===== src/rtl/multicycle_ctrl.sv =====
// Multi-cycle FETCH/DECODE/EXEC/WB sequencer for an RV32I R-type/OP-IMM datapath.
// Drives PC/regfile enables, ALU op and B-operand select; ECALL halts, bad opcodes and fetch timeouts fault.
module multicycle_ctrl #(
  parameter int IMEM_WAIT_MAX = 15,
  parameter int CNT_W         = 32
) (
  input  logic             clk,
  input  logic             rst_n,
  input  logic             start,
  output logic             imem_req,
  input  logic             imem_ack,
  input  logic [31:0]      instr,
  output logic             ir_we,
  output logic             pc_we,
  output logic             reg_wr,
  output logic             src_b_sel,
  output logic [3:0]       alu_op,
  output logic [CNT_W-1:0] retired,
  output logic [1:0]       fault,
  output logic             halted
);

  typedef enum logic [2:0] {
    S_IDLE,
    S_FETCH,
    S_DECODE,
    S_EXEC,
    S_WB,
    S_FAULT
  } state_t;

  localparam logic [6:0]  OP_R          = 7'b0110011;
  localparam logic [6:0]  OP_IMM        = 7'b0010011;
  localparam logic [31:0] ECALL_WORD    = 32'h0000_0073;
  localparam logic [1:0]  FAULT_NONE    = 2'b00;
  localparam logic [1:0]  FAULT_ILLEGAL = 2'b01;
  localparam logic [1:0]  FAULT_TIMEOUT = 2'b10;

  // The counter only has to hold 0 .. IMEM_WAIT_MAX-1; the last no-ack cycle faults directly.
  localparam int                WAIT_W    = (IMEM_WAIT_MAX < 2) ? 1 : $clog2(IMEM_WAIT_MAX);
  localparam logic [WAIT_W-1:0] WAIT_LAST = WAIT_W'(IMEM_WAIT_MAX - 1);

  state_t            r_state;
  logic [WAIT_W-1:0] r_wait;
  logic [6:0]        r_opcode;
  logic [2:0]        r_funct3;
  logic              r_alt;
  logic              r_rd_nz;
  logic              r_ecall;
  logic              r_imem_req;
  logic              r_pc_we;
  logic              r_reg_wr;
  logic              r_src_b_sel;
  logic [3:0]        r_alu_op;
  logic [CNT_W-1:0]  r_retired;
  logic [1:0]        r_fault;
  logic              r_halted;

  logic       w_is_imm;
  logic       w_legal;
  logic [3:0] w_alu_op;

  assign w_is_imm = (r_opcode == OP_IMM);
  assign w_legal  = (r_opcode == OP_R) || w_is_imm;
  // Immediate forms only honour funct7[5] for shifts (SRAI); ADDI must never become SUB.
  assign w_alu_op = {(w_is_imm ? ((r_funct3 == 3'b101) && r_alt) : r_alt), r_funct3};

  // NOTE: all state and outputs update with non-blocking assignments in this one clocked block, so
  // every branch below reads the pre-edge values and the output registers always match r_state.
  always_ff @(posedge clk or negedge rst_n) begin
    if (!rst_n) begin
      r_state     <= S_IDLE;
      r_wait      <= '0;
      r_opcode    <= '0;
      r_funct3    <= '0;
      r_alt       <= 1'b0;
      r_rd_nz     <= 1'b0;
      r_ecall     <= 1'b0;
      r_imem_req  <= 1'b0;
      r_pc_we     <= 1'b0;
      r_reg_wr    <= 1'b0;
      r_src_b_sel <= 1'b0;
      r_alu_op    <= '0;
      r_retired   <= '0;
      r_fault     <= FAULT_NONE;
      r_halted    <= 1'b1;
    end else begin
      r_pc_we  <= 1'b0;
      r_reg_wr <= 1'b0;
      case (r_state)
        S_IDLE: begin
          if (start) begin
            r_state    <= S_FETCH;
            r_imem_req <= 1'b1;
            r_halted   <= 1'b0;
          end
        end
        S_FETCH: begin
          if (imem_ack) begin
            r_opcode   <= instr[6:0];
            r_funct3   <= instr[14:12];
            r_alt      <= instr[30];
            r_rd_nz    <= (instr[11:7] != 5'd0);
            r_ecall    <= (instr == ECALL_WORD);
            r_wait     <= '0;
            r_state    <= S_DECODE;
            r_imem_req <= 1'b0;
          end else if (r_wait == WAIT_LAST) begin
            r_wait     <= '0;
            r_fault    <= FAULT_TIMEOUT;
            r_state    <= S_FAULT;
            r_imem_req <= 1'b0;
            r_halted   <= 1'b1;
          end else begin
            r_wait <= r_wait + WAIT_W'(1);
          end
        end
        S_DECODE: begin
          if (w_legal) begin
            r_state     <= S_EXEC;
            r_src_b_sel <= w_is_imm;
            r_alu_op    <= w_alu_op;
          end else if (r_ecall) begin
            r_retired <= r_retired + CNT_W'(1);
            r_state   <= S_IDLE;
            r_halted  <= 1'b1;
          end else begin
            r_fault  <= FAULT_ILLEGAL;
            r_state  <= S_FAULT;
            r_halted <= 1'b1;
          end
        end
        S_EXEC: begin
          r_state  <= S_WB;
          r_pc_we  <= 1'b1;
          r_reg_wr <= r_rd_nz;
        end
        S_WB: begin
          r_retired  <= r_retired + CNT_W'(1);
          r_state    <= S_FETCH;
          r_imem_req <= 1'b1;
        end
        S_FAULT: begin
          if (start) begin
            r_fault    <= FAULT_NONE;
            r_state    <= S_FETCH;
            r_imem_req <= 1'b1;
            r_halted   <= 1'b0;
          end
        end
        default: begin
          r_state    <= S_IDLE;
          r_imem_req <= 1'b0;
          r_halted   <= 1'b1;
        end
      endcase
    end
  end

  // ir_we is the one combinational output so the IR captures in the same cycle the ack arrives.
  assign ir_we     = r_imem_req && imem_ack;
  assign imem_req  = r_imem_req;
  assign pc_we     = r_pc_we;
  assign reg_wr    = r_reg_wr;
  assign src_b_sel = r_src_b_sel;
  assign alu_op    = r_alu_op;
  assign retired   = r_retired;
  assign fault     = r_fault;
  assign halted    = r_halted;

endmodule


===== config.mk =====
export PLATFORM = sky130hd
export DESIGN_NAME = multicycle_ctrl
export DESIGN_NICKNAME = d
export VERILOG_FILES = /design/src/rtl/multicycle_ctrl.sv
export SDC_FILE = /design/constraint.sdc
export NUM_CORES = 1
export LEC_CHECK = 0
export ABC_AREA = 1
export CAP_MARGIN = 20
export CELL_PAD_IN_SITES_DETAIL_PLACEMENT = 2
export CELL_PAD_IN_SITES_GLOBAL_PLACEMENT = 2
export CORE_MARGIN = 10
export CORE_UTILIZATION = 25
export DETAILED_ROUTE_END_ITERATION = 12
export MAX_ROUTING_LAYER = met4
export PLACE_DENSITY_LB_ADDON = 0.05
export SYNTH_ARGS = -nofsm -noshare
export SYNTH_HDL_FRONTEND = slang
export SYNTH_SLANG_ARGS = --single-unit

===== constraint.sdc =====
create_clock -name clk -period 1.5 [get_ports clk]
set_input_delay 0.225 -clock clk [delete_from_list [all_inputs] [get_ports clk]]
set_output_delay 0.225 -clock clk [all_outputs]
set_load 0.1 [all_outputs]

==> results of run 1 <==
power groups by stage:
stage	sequential, mW	clock [mW]	combinational [mW]
after CTS	2.49	2.54	4.54
after global routing	2.63	2.62	5.59
after floorplan	3.35	0	1.33
after global placement	2.48	0	3.86
after detailed placement	2.49	0	4.02
final	2.57	2.48	5.25
through the flow:
step	hold WS [ns]	util (%)
after floorplan	-0.0706	-
after global placement	0.283	40.0
after detailed placement	0.282	40.0
after CTS	0.444	43.9
after global routing	0.455	47.4
final	0.431	47.4
kinds of logic after synthesis:
family	Yosys count
AND/OR/NAND/NOR	385
flip-flops	63
buffers and inverters	49
AO/OA/AOI/OAI	22
XOR/XNOR	10
adder cells (fa/ha/maj)	3
final timing paths:
kind | startpoint | end | slack, ns | cells after the start
min in group clk | instr[13] | r_funct3[1] | 0.47 | 3
hold / removal | rst_n | retired[4] | 0.43 | 3
setup / recovery | r_state[0] | retired[10] | -0.06 | 8
setup reg to reg | r_state[0] | retired[10] | -0.06 | 8
max in group asynchronous | rst_n | halted | 0.71 | 3
hold reg to reg | r_opcode[3] | r_opcode[3] | 0.49 | 2
registers in the layout, summed over array words and instances, names as in the netlist:
name,count
alu_op,4
fault,2
halted,1
imem_req,1
pc_we,1
r_alt,1
r_ecall,1
r_funct3,3
r_opcode,7
r_rd_nz,1
r_state,3
r_wait,4
reg_wr,1
retired,32
src_b_sel,1
layout by cell type (no fill, tap or decap), types with 4 or more instances in the layout:
cell	n
buf_12	50
buf_4	59
buf_6	10
dfrtp_4	23
nand3_1	21
xnor2_1	4
nor2_1	47
dfrtp_2	11
inv_2	4
o21ai_2	6
inv_4	5
inv_1	31
dfrtp_1	28
nand3b_1	11
nor3_1	4
nand2_2	35
nand3_2	6
nor2_2	19
nor2_4	15
nand2_4	12
o21ai_0	9
clkdlybuf4s50_1	34
nand2_1	209
o21ai_1	5
xor2_1	6
clkbuf_16	9
per-layer routing:
metal  vias to the layer above  track usage (%)  routed length (um)
li1                       1966                -                   -
met4                         0             3.97                 249
met1                      2089             16.1                6440
met5                         -                -                   0
met2                        78             30.8                9830
met3                        22             4.16                 522
what timing repair did:
item                                    4_1_cts  5_1_grt
pin swaps                                     6       24
buffers inserted                              7       15
hold buffers                                  1        0
endpoints found under the setup margin       34       55
endpoints found under the hold margin        62        0
gates resized for setup                      30      116
gates cloned                                  2        2
worst max-delay path, cell delays in order (launching register included):
cell and delay, ns:
dfrtp_2 0.46, nor3_4 0.26, nand2_2 0.12, a21oi_4 0.16, buf_6 0.15, buf_12 0.14, nand2_2 0.05, nand2_1 0.05
nand2_1 0.05
area by class of cell:
type                       instances  area share [%]
inverter                          42            3.01
tap                              180            3.39
timing repair inverter             1           0.169
multi-input combinational        420            33.6
sequential                        63            25.2
timing repair buffer             157            29.4
clock inverter                     7            1.82
clock buffer                       9            3.39
==> impl_metrics.py, run 1 <==
metrics = {
    "power": {
        "power_density_nw_per_um2": 1550,
        "netSwitchingFraction_pct": 42.9,
        "pwr-share-seq_pct": 25.0,
        "total_power_mw": 10.3,
        "p_int_mw": 5.88,
        "combPwrFrac_pct": 50.9,
        "p_switching_mw": 4.42,
        "leakage_nw": 2.93,
        "pwr-share-clk_pct": 24.1,
        "worst_ir_drop_vdd_mv": 1.08,
    },
    "synthesis": {
        "synth.distinct_cells": 24,
        "syn-num-nets": 571,
        "synth_top_area_share_pct": 43.0,
        "synth_top_cell_by_area": "dfrtp_1",
        "synth_top_family_by_area": "simple AND/OR/NAND/NOR gates",
        "yosys.area_share.simple_pct": 43.9,
        "synth-main-ff-cell": "dfrtp_1",
        "synth-seq-area-share_pct": 43.7,
        "muxShareOfSynthArea_pct": 0,
        "synth_warnings": 0,
        "synth-seq-cells": 63,
        "synth-xor-area-share_pct": 2.43,
        "syn_area_um2": 3610,
        "avgSynthCellArea_um2": 6.79,
        "synthArstFlopShare_pct": 100,
        "synth_cells": 532,
        "yosysMostFrequentCell": "nand2_1",
        "synthAdderAreaFrac_pct": 1.04,
        "yosys-top-cells-area": "dfrtp_1 (43%), nand2_1 (26%), nor2_1 (7.7%)",
        "synth-edff-count": 0,
        "synthTopCellsByCount": "nand2_1 (253), nor2_1 (74), dfrtp_1 (62)",
        "synth_compound_area_share_pct": 3.36,
    },
    "finish": {
        "fin_nets": 733,
        "fin_cells": 879,
        "multiInputGateArea_um2": 2240,
        "design_area_um2": 6650,
        "drive_above_1_share_pct": 40.8,
        "seq_area_um2": 1680,
        "fillers": 1525,
        "area_growth_pct": 84.2,
        "n_antenna_cell": 0,
    },
    "clock_tree": {
        "clkTransAtPathRegs_ns": 0.06,
        "htreeDepth": 3,
        "cts_buffer_depth": 2,
        "cts_root_buf": "clkbuf_16",
        "clk_latency_ns": 0.34,
        "cts_tree": "done",
        "cts_buffers": 9,
        "cts_sinks": 63,
    },
    "place": {
        "dpl_worst_slack_ns": -0.0693,
        "gp_congestion": 0.849,
        "place_area_um2": 5610,
        "placedCellCount": 837,
        "dpl.hpwl_um": 11700,
        "port_buffers": 79,
    },
    "status": {
        "violations": "setup timing",
        "outcome": "finished with violations",
    },
    "global_routing": {
        "grt_max_degree": 64,
        "track_usage_pct": 16.2,
        "grt_pass1_vias": 4688,
        "grt-ovfl-total": 0,
        "grt_pass1_wl_um": 25000,
        "grt_antenna_before_repair": 0,
    },
    "die": {
        "start_util_pct": 25.7,
        "coreArea_um2": 14000,
        "die_w_um": 140,
        "die_y_um": 140,
        "num_io_pins": 80,
        "dieArea_um2": 19700,
        "num_rows": 43,
    },
    "sta": {
        "slew-limit-headroom_pct": 74.1,
        "setup_tns_ns": -1.11,
        "drv_slew": 0,
        "worst_slew_pin_slew_ns": 0.389,
        "finalSetupViolations": 36,
        "rsz0062_at_grt": "true",
        "setup_ws_ns": -0.0642,
        "finClkSkew_ns": 0.00779,
        "fin_crit_ns": 1.56,
        "fin_crit_sh_pct": 104,
        "final_hold_viol_count": 0,
        "fmax_mhz": 639,
    },
    "critical_path": {
        "critPathMaxFanout": 9,
        "worstPathArrival_ns": 1.79,
        "required_ns": 1.73,
        "worst_setup_path_start_kind": "flip-flop",
        "worst_setup_path_end_kind": "flip-flop",
        "critical_path_class": "flip-flop to flip-flop",
    },
    "routing": {
        "wl_per_cell_um": 19.4,
        "wl_um": 17000,
        "drtAntennaViolNets": 0,
        "drtIter0Drc": 133,
        "drc": 0,
        "viasPerCell": 4.73,
        "num_vias": 4155,
        "drtPass1Iterations": 4,
    },
    "run": {
        "maxCapViolCount": 0,
    },
    "hold_path": {
        "hp-class": "input pin to async pin",
    },
}
(Power assumes the default switching activity.)
==> run 2, diff against run 1 <==
--- a/config.mk
+++ b/config.mk
@@ -10,7 +10,7 @@
 export CELL_PAD_IN_SITES_DETAIL_PLACEMENT = 2
 export CELL_PAD_IN_SITES_GLOBAL_PLACEMENT = 2
 export CORE_MARGIN = 10
-export CORE_UTILIZATION = 25
+export CORE_UTILIZATION = 27
 export DETAILED_ROUTE_END_ITERATION = 12
 export MAX_ROUTING_LAYER = met4
 export PLACE_DENSITY_LB_ADDON = 0.05
==> constraint.sdc (replaced) <==
create_clock -name clk -period 1.7 [get_ports clk]
set_input_delay 0.255 -clock clk [delete_from_list [all_inputs] [get_ports clk]]
set_output_delay 0.255 -clock clk [all_outputs]
set_load 0.1 [all_outputs]
==> impl_metrics.py, run 2 (same netlist as run 1, synthesis figures left out) <==
metrics = {
    "finish": {
        "finish.utilization_pct": 44.2,
        "n_antenna_cell": 0,
        "design_area_um2": 5830,
        "final_common_cell": "nand2_1",
        "area_growth_pct": 61.5,
        "mostFrequentLayoutCells": "nand2_1 (248), nor2_1 (66), buf_12 (49)",
        "fin_nets": 688,
        "drive_above_1_share_pct": 24.5,
        "fin_cells": 830,
        "largest_register_ff_count": 32,
    },
    "place": {
        "dpl_worst_slack_ns": 0.0252,
        "place_area_um2": 5310,
        "dpl.hpwl_um": 11100,
        "placedCellCount": 804,
        "gp_congestion": 0.824,
        "port_buffers": 79,
    },
    "routing": {
        "drtPass1Iterations": 4,
        "drtIter0Drc": 171,
        "viasPerCell": 4.76,
        "wl_um": 14800,
        "drc": 0,
        "wl_per_cell_um": 17.8,
        "drtAntennaViolNets": 0,
        "num_vias": 3948,
    },
    "clock_tree": {
        "cts_buffers": 9,
        "cts_sinks": 63,
        "cts_buffer_depth": 2,
        "clkTransAtPathRegs_ns": 0.06,
        "cts_tree": "done",
        "cts_root_buf": "clkbuf_16",
        "htreeDepth": 3,
        "clk_latency_ns": 0.34,
    },
    "critical_path": {
        "r2r_cells": 9,
        "required_ns": 1.97,
        "worst_setup_path_end_kind": "flip-flop",
        "worstPathArrival_ns": 1.89,
        "critical_path_class": "flip-flop to flip-flop",
        "worst_setup_path_start_kind": "flip-flop",
        "critPathMaxFanout": 15,
    },
    "power": {
        "worst_ir_drop_vdd_mv": 1.07,
        "total_power_mw": 7.78,
        "leakage_nw": 2.62,
        "power_density_nw_per_um2": 1330,
    },
    "die": {
        "num_rows": 42,
        "dieArea_um2": 18400,
        "die_y_um": 136,
        "die_w_um": 136,
        "start_util_pct": 27.4,
        "num_io_pins": 80,
        "coreArea_um2": 13200,
    },
    "sta": {
        "fin_crit_sh_pct": 95.0,
        "final_hold_viol_count": 0,
        "setup_ws_ns": 0.0854,
        "worst_slew_pin_slew_ns": 0.520,
        "setup_tns_ns": 0,
        "rsz0062_at_grt": "true",
        "hold_slack_ns": 0.421,
        "slew-limit-headroom_pct": 65.3,
        "finClkSkew_ns": 0.00605,
        "finalSetupViolations": 0,
        "drv_slew": 0,
        "fmax_mhz": 619,
        "fin_crit_ns": 1.61,
    },
    "global_routing": {
        "grt_antenna_before_repair": 0,
        "grt_pass1_wl_um": 23500,
        "track_usage_pct": 16.5,
        "grt_pass1_vias": 4531,
        "grt_max_degree": 37,
        "grt-ovfl-total": 0,
    },
    "hold_path": {
        "hp-class": "input pin to async pin",
    },
    "status": {
        "outcome": "completed",
    },
    "run": {
        "maxCapViolCount": 0,
    },
}
[run 2: cell count changes in the layout (fill, tap and decap cells not counted), moves of 10 or more]
cell | previous run | this run
nand2_1 | 209 | 248
buf_4 | 59 | 24
nand2_2 | 35 | 5
dfrtp_4 | 23 | 4
nor2_1 | 47 | 66
dfrtp_2 | 11 | 28
nor2_2 | 19 | 9
[run 2: final timing paths]
kind	endpoint	slack [ns]	startpoint
hold / removal	retired[8]	0.42	rst_n
setup reg to reg	retired[8]	0.09	r_state[1]
setup / recovery	retired[8]	0.09	r_state[1]
min in group clk	r_opcode[0]	0.48	r_opcode[0]
max in group asynchronous	retired[26]	0.71	rst_n
hold reg to reg	r_opcode[0]	0.48	r_opcode[0]
[run 2: routing by layer]
metal  global-route usage [%]  vias to the layer above  wire (um)
li1                         -                     1880          -
met1                     18.1                     1980       6200
met2                     29.5                       66       7890
met3                     2.89                       22        467
met4                     5.74                        0        256
met5                        -                        -          0
[run 2: layout make-up]
| cell class | count | area [um2] |
|---|---|---|
| fill | 1502 | 7360 |
| multi-input combinational | 420 | 1920 |
| sequential | 63 | 1630 |
| timing repair buffer | 113 | 1590 |
| clock buffer | 13 | 270 |
| tap | 176 | 220 |
| inverter | 42 | 160 |
| clock inverter | 3 | 40.0 |
[run 2: report_power, final]
part           leakage (nW)  total, mW  internal [mW]  switching [mW]
Combinational          1.68       3.59           1.34            2.25
Sequential            0.789       2.22           1.86           0.358
Clock                 0.156       1.97           1.25           0.721
Total                  2.62       7.78           4.45            3.33
[run 2: critical path: stages (launching register included)]
cell     delay [ns]
dfrtp_1        0.42
inv_2          0.10
nor2_4         0.16
nand2_4        0.10
nor2_4         0.16
inv_2          0.06
nand2_4        0.22
buf_4          0.18
nand2_1        0.06
nand2_1        0.08
[run 2: what timing repair did]
item / 4_1_cts / 5_1_grt
setup endpoints to repair: 0 / 31
buffers inserted: 0 / 6
resized for setup: 0 / 29
hold buffers: 1 / 0
endpoints found under the hold margin: 15 / 0
